--- config.mk ---
export PLATFORM = sky130hd
export DESIGN_NAME = hazard_stall_ctrl
export DESIGN_NICKNAME = d
export VERILOG_FILES = /design/src/rtl/hazard_stall_ctrl.sv
export SDC_FILE = /design/constraint.sdc
export NUM_CORES = 1
export LEC_CHECK = 0
export ABC_AREA = 0
export CAP_MARGIN = 0
export CORE_MARGIN = 2
export CORE_UTILIZATION = 40
export DETAILED_ROUTE_END_ITERATION = 16
export PLACE_DENSITY = 0.87
export SKIP_LAST_GASP = 1
export SLEW_MARGIN = 15
export SYNTH_ARGS = -nofsm -noshare
export SYNTH_HDL_FRONTEND = slang
export SYNTH_SLANG_ARGS = --single-unit
--- constraint.sdc ---
create_clock -name clk -period 2.7 [get_ports clk]
set_clock_uncertainty 0.05 [all_clocks]
set_input_delay 0.54 -clock clk [delete_from_list [all_inputs] [get_ports clk]]
set_output_delay 0.54 -clock clk [all_outputs]
set_load 0.02 [all_outputs]
--- src/rtl/hazard_stall_ctrl.sv ---
// Load-use / multi-cycle-EX hazard controller for the 5-stage RV32I pipeline.
// Drives PC, IF/ID, ID/EX hold and bubble controls; counts front-end stall cycles.
module hazard_stall_ctrl #(
  parameter int REG_ADDR_W = 5,
  parameter int LOAD_LAT   = 1,
  parameter int MDIV_LAT   = 4,
  parameter int CNT_W      = 16
) (
  input  logic                  clk,
  input  logic                  reset,
  input  logic [31:0]           instr,
  input  logic                  id_valid,
  input  logic [REG_ADDR_W-1:0] id_ex_rd,
  input  logic                  id_ex_memread,
  input  logic                  id_ex_multicycle,
  input  logic                  branch_taken,
  output logic                  pc_write,
  output logic                  if_idWrite,
  output logic                  controltomux,
  output logic                  if_id_flush,
  output logic                  ex_busy,
  output logic [CNT_W-1:0]      stall_count
);

  localparam int  MAX_LAT = (LOAD_LAT > MDIV_LAT) ? LOAD_LAT : MDIV_LAT;
  localparam int  CW      = $clog2(MAX_LAT) + 1;
  localparam bit  MC_STALL = (MDIV_LAT > 1);
  localparam bit  MC_LONG  = (MDIV_LAT > 2);
  localparam bit  LD_LONG  = (LOAD_LAT > 1);

  localparam logic [6:0] OP_LUI   = 7'b0110111;
  localparam logic [6:0] OP_AUIPC = 7'b0010111;
  localparam logic [6:0] OP_JAL   = 7'b1101111;
  localparam logic [6:0] OP_R     = 7'b0110011;
  localparam logic [6:0] OP_S     = 7'b0100011;
  localparam logic [6:0] OP_B     = 7'b1100011;

  typedef enum logic [1:0] {
    IDLE,
    LOAD_STALL,
    MC_BUSY
  } state_t;

  state_t              r_state;
  state_t              w_next_state;
  logic [CW-1:0]       r_cnt;
  logic [CW-1:0]       w_next_cnt;
  logic [CNT_W-1:0]    r_stall_count;

  logic [6:0]            w_opcode;
  logic [REG_ADDR_W-1:0] w_rs1;
  logic [REG_ADDR_W-1:0] w_rs2;
  logic                  w_rs1_used;
  logic                  w_rs2_used;
  logic                  w_hit;
  logic                  w_unused_instr;

  assign w_opcode       = instr[6:0];
  assign w_rs1          = REG_ADDR_W'(instr[19:15]);
  assign w_rs2          = REG_ADDR_W'(instr[24:20]);
  assign w_unused_instr = ^{instr[31:25], instr[14:7]};

  assign w_rs1_used = !((w_opcode == OP_LUI) || (w_opcode == OP_AUIPC) || (w_opcode == OP_JAL));
  assign w_rs2_used = (w_opcode == OP_R) || (w_opcode == OP_S) || (w_opcode == OP_B);

  assign w_hit = id_valid && (id_ex_rd != '0) &&
                 ((w_rs1_used && (w_rs1 == id_ex_rd)) || (w_rs2_used && (w_rs2 == id_ex_rd)));

  // The first stall cycle is decided combinationally in IDLE; the counter covers the rest.
  always_comb begin
    pc_write     = 1'b1;
    if_idWrite   = 1'b1;
    controltomux = 1'b0;
    if_id_flush  = 1'b0;
    ex_busy      = 1'b0;
    w_next_state = r_state;
    w_next_cnt   = r_cnt;

    case (r_state)
      IDLE: begin
        if (branch_taken) begin
          if_id_flush  = 1'b1;
          controltomux = 1'b1;
        end else if (id_ex_multicycle && MC_STALL) begin
          pc_write   = 1'b0;
          if_idWrite = 1'b0;
          ex_busy    = 1'b1;
          if (MC_LONG) begin
            w_next_state = MC_BUSY;
            w_next_cnt   = CW'(MDIV_LAT - 2);
          end
        end else if (id_ex_memread && w_hit) begin
          pc_write     = 1'b0;
          if_idWrite   = 1'b0;
          controltomux = 1'b1;
          if (LD_LONG) begin
            w_next_state = LOAD_STALL;
            w_next_cnt   = CW'(LOAD_LAT - 1);
          end
        end
      end

      LOAD_STALL: begin
        if (branch_taken) begin
          if_id_flush  = 1'b1;
          controltomux = 1'b1;
          w_next_state = IDLE;
          w_next_cnt   = '0;
        end else begin
          pc_write     = 1'b0;
          if_idWrite   = 1'b0;
          controltomux = 1'b1;
          w_next_cnt   = r_cnt - CW'(1);
          if (r_cnt == CW'(1)) w_next_state = IDLE;
        end
      end

      MC_BUSY: begin
        pc_write   = 1'b0;
        if_idWrite = 1'b0;
        ex_busy    = 1'b1;
        w_next_cnt = r_cnt - CW'(1);
        if (r_cnt == CW'(1)) w_next_state = IDLE;
      end

      default: begin
        w_next_state = IDLE;
        w_next_cnt   = '0;
      end
    endcase

    if (reset) begin
      pc_write     = 1'b1;
      if_idWrite   = 1'b1;
      controltomux = 1'b0;
      if_id_flush  = 1'b0;
      ex_busy      = 1'b0;
    end
  end

  always_ff @(posedge clk) begin
    if (reset) begin
      r_state       <= IDLE;
      r_cnt         <= '0;
      r_stall_count <= '0;
    end else begin
      r_state <= w_next_state;
      r_cnt   <= w_next_cnt;
      if (!pc_write && (r_stall_count != '1)) r_stall_count <= r_stall_count + CNT_W'(1);
    end
  end

  assign stall_count = r_stall_count;

endmodule

---- Yosys cells after proc, flatten, opt, wreduce, memory -nomap -nowiden ----
Cells that the tools add are included.
word-level totals
  flip-flop bits (word level) ............. 21
  input port bits ......................... 43
  output and inout port bits .............. 21
cells by class
  add/sub/neg operators ................... 2
  eq/ne operators ......................... 14
  muxes and demuxes ....................... 26
  reduce and logical (&&, ||, !) cells .... 17
operators by type and width
  cell                                               number
  == test 7 x 6 -> 1 bit (second input constant)     3
  adder 16 x 1 -> 16 bit (second input constant)     1
  != test 16 bit (second input constant)             1
  == test 7 bit (second input constant)              2
  2-to-1 mux 1 bit                                   14
  == test 5 bit                                      2
  2-to-1 mux 3 bit                                   3
  one-hot mux 3 bit (3 select lines)                 1
  2-to-1 mux 2 bit                                   4
  == test 7 x 5 -> 1 bit (second input constant)     1
  logical AND 1 bit                                  6
  one-hot mux 2 bit (3 select lines)                 1
  logical OR 1 bit                                   5
  nonzero test 5 bit                                 1
  != test 2 bit (second input constant)              2
  one-hot mux 1 bit (2 select lines)                 2
  == test 3 x 1 -> 1 bit (second input constant)     1
  one-hot mux 1 bit (3 select lines)                 1
  subtractor 3 x 1 -> 3 bit (second input constant)  1
  == test 2 x 1 -> 1 bit (second input constant)     1
  == test 2 bit (second input constant)              1
  logical NOT 1 bit                                  2
  logical NOT 2 bit                                  1
  AND reduction 2 bit                                1
  OR reduction 2 bit                                 1

---- Longest topological paths before layout ----
  depth in word-level cells ............... 15
  mapped depth ............................ 9
  depth with buffers taken out ............ 7

---- Least setup slack after synthesis ----
Ideal clock, no wire load.
  path kind ............................... input port to output port
  from .................................... in instr[3]
  to ...................................... out controltomux
  arrival ................................. 2.177 ns
  data required time ...................... 2.110 ns
  path slack .............................. -0.067 ns
  stages on the path ...................... 5
  path buffers ............................ 0
  cells stage by stage .................... or3b_1 > nor4_2 > nand4_1 > a211o_1 > a211oi_1
on the way
  cells in the longest elaborated chain, start to end .. 13
  elaborated cells on any way between the ends .. 21
  those cells by class .................... eq/ne (6); mux (5); reduce/logical (10)
ends and longest elaborated chain
  element                                                                  RTL line  text
  from (decl)                                                              11        input logic [31:0] instr,
  == test 7 x 6 -> 1 bit / == test 7 x 5 -> 1 bit (equally long branches)  63        assign w_rs1_used = !((w_opcode == OP_LUI) || (w_opcode == OP_AUIPC) || (w_opcode == OP_JAL));
  logical OR 1 bit (2 in series)                                           63
  logical NOT 1 bit                                                        63
  logical AND 1 bit                                                        67        ((w_rs1_used && (w_rs1 == id_ex_rd)) || (w_rs2_used && (w_rs2 == id_ex_rd)));
  logical OR 1 bit *                                                       67
  logical AND 1 bit *                                                      66        assign w_hit = id_valid && (id_ex_rd != '0) &&
  logical AND 1 bit *                                                      92        end else if (id_ex_memread && w_hit) begin
  2-to-1 mux 1 bit *                                                       92
  2-to-1 mux 1 bit *                                                       84        end else if (id_ex_multicycle && MC_STALL) begin
  2-to-1 mux 1 bit *                                                       81        if (branch_taken) begin
  one-hot mux 1 bit (2 select lines) *                                     79        case (r_state)
  2-to-1 mux 1 bit *                                                       132       if (reset) begin
  to (decl)                                                                19        output logic controltomux,
Mark *: on every way between the ends. The rest lies on a longest branch, timed or not.

---- Worst setup path in the final report ----
  from .................................... in instr[18]
  to ...................................... out controltomux
on the way
  cells in the longest elaborated chain, start to end .. 10
ends and longest elaborated chain
  element                             RTL line
  == test 5 bit                       67
  logical AND 1 bit                   67
  logical OR 1 bit                    67
  logical AND 1 bit                   66
  logical AND 1 bit                   92
  2-to-1 mux 1 bit                    92
  2-to-1 mux 1 bit                    84
  2-to-1 mux 1 bit                    81
  one-hot mux 1 bit (2 select lines)  79
  2-to-1 mux 1 bit                    132
Every way passes these cells.

==> results.md <==
* Slew HR at 0.753
* Clock Tree Root: clkbuf_4
* Met1 Resource Use GR at 0.221
* Final setup violation count at 1
* Drt wl/cell at 13.4 um
* Synth top area share at 0.321
* Core area at 3080 um2
* Layout cell share with drive strength beyond 1 at 0.189
* Fillers at 248
* CTS clk-pin slew, worst paths at 0.11 ns
* Worst-margin pin slew at 0.371 ns
* Min-Delay Startpoint: stall_count[15]$_SDFFE_PP0P_
* Die width at 61.3 um
* Critical-path cell list: clkdlybuf4s50_1 > xor2_1 > nor3_1 > nand4_1 > a211o_1 > a211oi_2 > buf_4
* Placed Cells incl. Taps at 270
* Synth warn at 0
* Setup Crit Path Kind: in2out
* Clk sinks at 21
* First-pass GRT wire length at 5.31 mm
* Startpoint Class: input port
* Clock Latency Late Sink at 0.29 ns
* GR Util met3 at 0.0336
* Final nets at 280
* Clock buffer depth at 2
* Drc violations at 0
* DR vias/cell at 5.43
* Drt first pass iters at 4
* CTS tree: built
* Worst path required time at 2.11 ns
* Multi-input logic area at 878 um2
* RSZ-0062 raised after global routing: yes
* Slew Viols, Final at 0
* Seq/Total Area, Yosys at 0.321
* Dominant synthesized flop cell: dfxtp_1
* Critical Path AT at 2.16 ns
* Crit Path Max Fanout at 2
* Pin count of the biggest net entering global routing at 15
* Total Routing Usage GR at 0.184
* # H-tree levels at 1
* Class of the tightest hold or removal check: reg2reg
* Fmax at 364 MHz
* Post-synthesis cell count at 168
* Die area at 3750 um2
* GR Layer Usage met2 at 0.337
* Starting DRT DRC Count at 39
* Syn_nets at 214
* Routed wire length at 3.73 mm
* Placer congestion estimate at 0.783
* EDFF count, synth at 0
* Final non-filler cell total at 277
* FP Rows at 20
* Initial Utilization at 0.426
* Pleak at 0.777 nW
* Antenna Diode Count at 0
* Number of global-route vias before repair at 1,289
* Hold Fails Final Rpt at 0
* Final min period at 2.75 ns
* Post-Syn Area at 1310 um2
* Global route hottest layer: met2
* Ys async rst share at 0
* Failing checks: setup timing
* Maximum vdd ir drop at 0.171 mV
* Grt ovf at 0
* Biggest area consumer among synthesized cells: dfxtp_1
* Status: complete, but fails checks
* Post-route ant nets at 0
* Top post-synthesis cells by area: dfxtp_1 (32%), a21oi_1 (6.5%), xor2_1 (4.7%), nor2_1 (4.0%), o31ai_1 (4.0%)
* Vias at 1,504
* Seq. cell area at 420 um2
* IO Pins at 64
* Worst path bufs/invs at 2
* Max-Cap Viols at 0
* Yosys cell types at 41
* CP delay by family, top: buffers and inverters
* Num CTS Buffers at 3
* PD cells at 312 nW/um2
* Synth Register Bits at 21
* Syn-to-layout area delta at 56.2%
* Worst Slack Setup Final at -0.0497 ns
* Reg-to-reg startpoint: r_state[1]$_SDFFE_PP0P_
* Post-DP HPWL at 2.70 mm
* Syn avg cell area at 7.81 um2
* WHS at 0.461 ns
* Antenna violations before repair at 0
* CP peak stage delay at 0.42 ns
* Final period util at 1.02
* Endpoint type of the worst setup path: output port
* I/O Buffers at 48
* Chip height at 61.3 um
* Critical path origin: instr[18]
* CP max-delay cell: clkdlybuf4s50_1
-- cells in the final DEF (no fill, tap or decap), types with 2 or more instances in the layout --
cell type        count
a21oi_1             17
clkbuf_2             3
ha_1                 3
dfxtp_1             21
o21ai_0              8
or4_1                7
xor2_2               3
nor2_1              14
nor2b_1              4
buf_4               26
nand2_1              6
dlygate4sd2_1        4
nor3_1               5
or3_1                8
nand2b_1             2
a211o_1              2
xnor2_1              5
clkdlybuf4s50_1     31
clkbuf_4             3
nor4_1               2
xor2_1               4
nand3_1              8
dlymetal6s2s_1       6
nand4_1              6
o31ai_1              7
inv_1                7
-- state kept, by name, indices dropped and copies added, names as in the netlist --
| name | flops |
|---|---|
| stall_count | 16 |
| r_cnt | 3 |
| r_state | 2 |
-- final cells by class --
cell class,count,share of cell area
inverters,7,0.0128
multi-input cells,130,0.429
flip-flops and latches,21,0.205
clock buffers,4,0.0128
well taps,44,0.0269
repair buffers,71,0.313
-- power breakdown --
group | internal [mW] | switching, mW | total, mW
Sequential | 0.316 | 0.00482 | 0.321
Clock | 0.0575 | 0.0896 | 0.147
Combinational | 0.0928 | 0.0785 | 0.171
Total | 0.466 | 0.173 | 0.639
-- path summary, 6_finish.rpt --
kind / end / slack, ns / cells past startpoint
hold / removal: stall_count[15]$_SDFFE_PP0P_ / 0.46 / 2
setup / recovery: controltomux / -0.05 / 7
setup reg to reg: stall_count[8]$_SDFFE_PP0P_ / 0.59 / 8
hold reg to reg: stall_count[15]$_SDFFE_PP0P_ / 0.46 / 2
-- cell families (layout without fill, tap and decap cells) --
family | count (synthesis) | count (layout) | synth area share
buffers and inverters | 17 | 82 | 0.0534
AO/OA/AOI/OAI | 43 | 43 | 0.203
adder cells (fa/ha/maj) | 3 | 3 | 0.0286
flip-flops | 21 | 21 | 0.321
multiplexers | 2 | 2 | 0.0162
XOR/XNOR | 12 | 12 | 0.0802
AND/OR/NAND/NOR | 70 | 70 | 0.298
-- routing by layer --
metal  wire, um  vias up
met5          0        -
met4         24        0
met3        236        4
met2       1870       53
met1       1590      703
li1           -      744
-- timing repair --
action / in CTS / in global routing
hold buffers: 0 / 0
pin swaps: 8 / 10
setup buffers: 2 / 1
setup endpoints to repair: 20 / 16
resized for setup: 24 / 23
-- metrics by stage --
step	utilization	cell area (um2)	setup TNS (ns)	power, mW	setup slack (ns)
floorplan	-	1320	0	0.403	0.104
global placement	0.636	1960	-7.93	0.488	-0.857
detailed placement	0.636	1960	-9.11	0.494	-0.880
CTS	0.644	1980	-0.117	0.634	-0.115
global route	0.665	2050	-0.146	0.667	-0.120
finish	0.665	2050	-0.0497	0.639	-0.0497
-- worst min-delay path, cell delays in order (launching register included) --
cell and delay [ns]:
dfxtp_1 0.35, o31ai_1 0.07, a21oi_1 0.06
-- Yosys cell counts, drive strengths merged, types with 6 or more instances --
| library cell | number |
|---|---|
| clkbuf | 6 |
| nor2 | 14 |
| inv | 7 |
| nand4 | 6 |
| a21oi | 17 |
| o31ai | 7 |
| nand3 | 8 |
| o21ai | 8 |
| dfxtp | 21 |
| xor2 | 7 |
| nand2 | 6 |
| or3 | 8 |
| or4 | 7 |
No activity file was read; power rests on OpenSTA's default activity.
